--- src/rtl/fifo_ctrl.sv ---
// fifo_ctrl: FIFO controller for an external two-port RAM.
// Port 0 is the write port, port 1 the level-sensitive read port. Read data
// is captured one clock after an accepted read.
// Optional build macro: FIFO_ERR_FLAGS_EN adds sticky overflow/underflow flags.
// DEPTH may be any value from 2 to 2**ADDR_WIDTH; pointers wrap at DEPTH-1.
module fifo_ctrl #(
  parameter int ADDR_WIDTH = 4,
  parameter int DEPTH      = 16,
  parameter int DATA_WIDTH = 16
) (
  input  logic                  clk,
  input  logic                  rst_n,
  input  logic                  flush,
  input  logic                  wr_req,
  input  logic [DATA_WIDTH-1:0] wr_data,
  output logic                  wr_ack,
  input  logic                  rd_req,
  output logic [DATA_WIDTH-1:0] rd_data,
  output logic                  rd_valid,
  output logic                  full,
  output logic                  empty,
  output logic [ADDR_WIDTH:0]   count,
  output logic [ADDR_WIDTH-1:0] ram_addr_0,
  output logic [DATA_WIDTH-1:0] ram_data_0,
  output logic                  ram_cs_0,
  output logic                  ram_we_0,
  output logic                  ram_oe_0,
  output logic [ADDR_WIDTH-1:0] ram_addr_1,
  input  logic [DATA_WIDTH-1:0] ram_data_1,
  output logic                  ram_cs_1,
  output logic                  ram_we_1,
  output logic                  ram_oe_1
`ifdef FIFO_ERR_FLAGS_EN
  ,
  output logic                  overflow,
  output logic                  underflow
`endif
);

  localparam int CW = ADDR_WIDTH + 1;
  localparam logic [ADDR_WIDTH-1:0] LAST_PTR  = ADDR_WIDTH'(DEPTH - 1);
  localparam logic [CW-1:0]         DEPTH_CNT = CW'(DEPTH);

  logic [ADDR_WIDTH-1:0] wr_ptr;
  logic [ADDR_WIDTH-1:0] rd_ptr;
  logic                  rd_acc;
  logic [CW-1:0]         count_nxt;
  logic [DATA_WIDTH-1:0] rd_data_p1;
  logic                  vld_p1;

  // Pointer advance with wrap at the last configured word, not at 2**ADDR_WIDTH.
  function automatic logic [ADDR_WIDTH-1:0] next_ptr(input logic [ADDR_WIDTH-1:0] p);
    if (p == LAST_PTR) return '0;
    return p + ADDR_WIDTH'(1);
  endfunction

  // Accept decisions use the registered flags; reset and flush block both ports.
  always_comb begin
    wr_ack = rst_n & wr_req & ~full & ~flush;
    rd_acc = rst_n & rd_req & ~empty & ~flush;
  end

  // RAM strobes: the read strobe is pulsed on every accepted read so the
  // level-sensitive RAM re-evaluates even if the address has not moved.
  always_comb begin
    ram_addr_0 = wr_ptr;
    ram_data_0 = wr_data;
    ram_cs_0   = wr_ack;
    ram_we_0   = wr_ack;
    ram_oe_0   = 1'b0;
    ram_addr_1 = rd_ptr;
    ram_cs_1   = rd_acc;
    ram_we_1   = 1'b0;
    ram_oe_1   = rd_acc;
  end

  // Occupancy moves only when exactly one side transfers.
  always_comb begin
    count_nxt = count;
    case ({wr_ack, rd_acc})
      2'b10:   count_nxt = count + CW'(1);
      2'b01:   count_nxt = count - CW'(1);
      default: count_nxt = count;
    endcase
  end

  // Pointers, occupancy and flags; full/empty are derived from the next count.
  always_ff @(posedge clk) begin
    if (!rst_n) begin
      wr_ptr <= '0;
      rd_ptr <= '0;
      count  <= '0;
      full   <= 1'b0;
      empty  <= 1'b1;
    end else if (flush) begin
      wr_ptr <= '0;
      rd_ptr <= '0;
      count  <= '0;
      full   <= 1'b0;
      empty  <= 1'b1;
    end else begin
      if (wr_ack) wr_ptr <= next_ptr(wr_ptr);
      if (rd_acc) rd_ptr <= next_ptr(rd_ptr);
      count <= count_nxt;
      full  <= (count_nxt == DEPTH_CNT);
      empty <= (count_nxt == '0);
    end
  end

  // Read capture stage: word sampled from the RAM read port at the accept edge.
  always_ff @(posedge clk) begin
    if (!rst_n) begin
      rd_data_p1 <= '0;
      vld_p1     <= 1'b0;
    end else begin
      vld_p1 <= rd_acc;
      if (rd_acc) rd_data_p1 <= ram_data_1;
    end
  end

  assign rd_data  = rd_data_p1;
  assign rd_valid = vld_p1;

`ifdef FIFO_ERR_FLAGS_EN
  // Sticky error flags: set by requests against a full/empty FIFO, cleared by reset or flush.
  always_ff @(posedge clk) begin
    if (!rst_n || flush) begin
      overflow  <= 1'b0;
      underflow <= 1'b0;
    end else begin
      if (wr_req && full)  overflow  <= 1'b1;
      if (rd_req && empty) underflow <= 1'b1;
    end
  end
`endif

endmodule

--- config.mk ---
export PLATFORM = sky130hd
export DESIGN_NAME = fifo_ctrl
export DESIGN_NICKNAME = d
export VERILOG_FILES = /design/src/rtl/fifo_ctrl.sv
export SDC_FILE = /design/constraint.sdc
export NUM_CORES = 1
export LEC_CHECK = 0
export BUFFER_PORTS_ARGS = -buffer_cell sky130_fd_sc_hd__buf_2
export CORE_MARGIN = 8
export CORE_UTILIZATION = 39
export DETAILED_ROUTE_END_ITERATION = 16
export GPL_TIMING_DRIVEN = 0
export PLACE_DENSITY_LB_ADDON = 0.25
export REMOVE_ABC_BUFFERS = 1
export SYNTH_ARGS = -nofsm -noshare
export SYNTH_HDL_FRONTEND = slang
export SYNTH_SLANG_ARGS = --single-unit
export TNS_END_PERCENT = 30
--- constraint.sdc ---
create_clock -name clk -period 2.79 [get_ports clk]
set_input_delay 0.558 -clock clk [delete_from_list [all_inputs] [get_ports clk]]
set_output_delay 0.558 -clock clk [all_outputs]
set_load 0.01 [all_outputs]
==> reports/summary.txt <==
Yosys cell types: 36
Pre-antenna DRT Iters: 2
Part of the power in combinational logic: 5.5%
Vias in the first global route: 1233
Sink Count: 32
Net Sw Frac: 20.9%
DRC: 0
Critical Path Source Type: input port
Syn-to-layout area delta: 19.1%
Final WS setup: 0.147 ns
Skew final: 0.00875 ns
Setup tns final: 0 ns
Post-route cell area: 1920 µm²
Worst Path Arrival: 2.86 ns
IO buf count: 57
Leak: 0.902 nW
CTS Buffer Depth: 2
CTS tree: yes
Clock power share: 45.7%
Htree depth: 2
Tcrit/Tclk final: 94.7%
RSZ-0062 raised after global routing: no
Max cap viols: 0
CTS root buffer: clkbuf_8
Non-Filler Instances: 271
Share of cells above drive strength 1: 32.1%
Sequential fraction of the synthesis area: 39.8%
Final Wtd Congestion: 0.814
Setup WS pre-CTS: -0.921 ns
Worst hold path class: reg2reg
# nets final: 264
Mapped Area: 1610 µm²
IO Pins: 92
Die Wd: 80.2 µm
Switching Power: 198 µW
Crit. End Element: flop
Kind of critical path: in2reg
Number of buffers created by CTS: 5
Critical Path Source: rst_n
Synth Register Bits: 32
R2R Setup Slk: 0.21 ns
Period minus WS final: 2.64 ns
# setup viols final: 0
Capture point of the worst path: empty
Fin. Hold Viols: 0
Final Core Density: 47.9%
Slew Viols, Final: 0
R2R cell count: 8
First-pass GRT wire length: 6060 µm
Pwr Total: 945 µW
GRT Total Usage: 12.0%
FF-to-FF End: empty
Final Routed Wirelength: 3900 µm
Floorplan row count: 23
Initial Util: 40.2%
Internal Power: 748 µW
FILL cells: 411
HPWL Detailed: 2840 µm
Status: finished, final reports clean
Fmax: 378 MHz
Syn Inst Count: 182
WP data required: 3.01 ns
Core Region: 4000 µm²
Synth area leader: dfxtp_1
Reg2reg start: empty
Largest net degree at the start of global routing: 22
Initial antenna violation count: 0
Area after DPL: 1770 µm²
DRT antenna net count: 0
Final hold slack: 0.451 ns
Crit Path Max Fanout: 21
N_diodes: 0
Via Count: 1318
Die height: 80.2 µm
Clk slew on worst S/H paths: 0.07 ns
Initial DRC count: 88
Worst VDD drop: 0.211 mV
Total gr overflow: 0
Routed len/inst: 14.4 µm
Share of Yosys cell area claimed by the top area cell type: 39.8%
Vias per cell: 4.86
Worst-skew pair later-pin latency: 0.28 ns
Mean Syn Cell Area: 8.84 µm²
Sequential share of power: 48.8%
Pwr/cell area: 493 nW/µm²
Die area: 6440 µm²
Top post-synthesis cells by area: dfxtp_1 40%, buf_4 11%, nand2_1 9.6%
Placed Cells: 262
YS warnings: 0
==> layout by cell type (no fill, tap or decap), drive strengths merged, types with 4 or more instances in the layout <==
cell    Yosys  final
a21boi     16     16
a21oi       6      6
buf        25     57
clkbuf      3      5
dfxtp      32     32
ha          6      6
nand2      41     41
nand3       6      6
nor2        9      9
xor2        4      4
==> cell usage after synthesis, drive strengths merged <==
| cell | instances |
|---|---|
| a211o | 2 |
| a211oi | 1 |
| a21boi | 16 |
| a21oi | 6 |
| a311oi | 2 |
| a31o | 1 |
| and2b | 1 |
| and3 | 1 |
| and4b | 2 |
| buf | 25 |
| clkbuf | 3 |
| conb | 1 |
| dfxtp | 32 |
| fa | 1 |
| ha | 6 |
| inv | 3 |
| mux2 | 2 |
| mux2i | 3 |
| nand2 | 41 |
| nand2b | 1 |
| nand3 | 6 |
| nand4 | 1 |
| nand4b | 1 |
| nand4bb | 2 |
| nor2 | 9 |
| nor3b | 3 |
| nor4b | 1 |
| o21ai | 3 |
| or3b | 1 |
| or4b | 1 |
| xor2 | 4 |
==> logic make-up after synthesis <==
logic type / share of synthesized area [%]
and+or+nand+nor: 22.2
DFF: 39.8
AOI/OAI and AO/OA: 13.7
buffers and inverters: 12.8
adders and majority gates: 5.91
muxes: 3.27
xor gates and xnor gates: 2.18
other: 0.233
==> what timing repair did <==
action,4_1_cts,5_1_grt
setup endpoints to repair,6,2
cloned,1,0
setup buffers,0,0
resized for setup,4,1
hold buffers,0,0
pin swaps,1,0
==> how the worst min path moves through the flow <==
stage                            from  slack, ns           to  depth (start not counted)
after floorplan            rd_data[0]       0.48   rd_data[0]                          2
after global placement    rd_data[15]       0.44  rd_data[15]                          2
after detailed placement   rd_data[1]       0.44   rd_data[1]                          2
after CTS                  rd_data[1]       0.45   rd_data[1]                          2
after global routing       rd_data[1]       0.47   rd_data[1]                          2
final                      rd_data[1]       0.45   rd_data[1]                          2
==> routing by layer <==
metal / global-route usage [%] / vias up / share of wire (%)
met5: 0 / - / 0
met3: 6.47 / 4 / 11
met2: 17.9 / 58 / 43
met4: 4.36 / 0 / 0.85
li1: - / 677 / -
met1: 14.2 / 579 / 44
==> flip-flops by register name, indices dropped and copies added (netlist names) <==
| signal | flops |
|---|---|
| rd_data | 16 |
| count | 5 |
| ram_addr_0 | 4 |
| ram_addr_1 | 4 |
| empty | 1 |
| full | 1 |
| rd_valid | 1 |
==> cell type report <==
type	instances	area (µm²)	area share, %
multi-input combinational	121	797	41.6
inverter	3	16.3	0.849
clock buffer	5	68.8	3.59
timing repair buffer	57	288	15.0
clock inverter	3	42.5	2.22
sequential	32	641	33.4
tap	50	62.6	3.27
==> power groups by stage <==
stage | clock network, mW | logic (mW) | registers, mW
after detailed placement | 0 | 0.0490 | 0.471
final | 0.432 | 0.0521 | 0.461
after floorplan | 0 | 0.0216 | 0.472
after global placement | 0 | 0.0490 | 0.471
after CTS | 0.449 | 0.0526 | 0.461
after global routing | 0.471 | 0.0576 | 0.461
==> worst max-delay path, cell delays in order <==
cell and delay (ns):
buf_4 0.21, nand4bb_4 0.27, inv_6 0.24, ha_2 0.28
fa_1 0.45, or3b_1 0.38, o21ai_2 0.15, a31o_1 0.16
and3_1 0.15
Power figures use the tool's default switching activity.
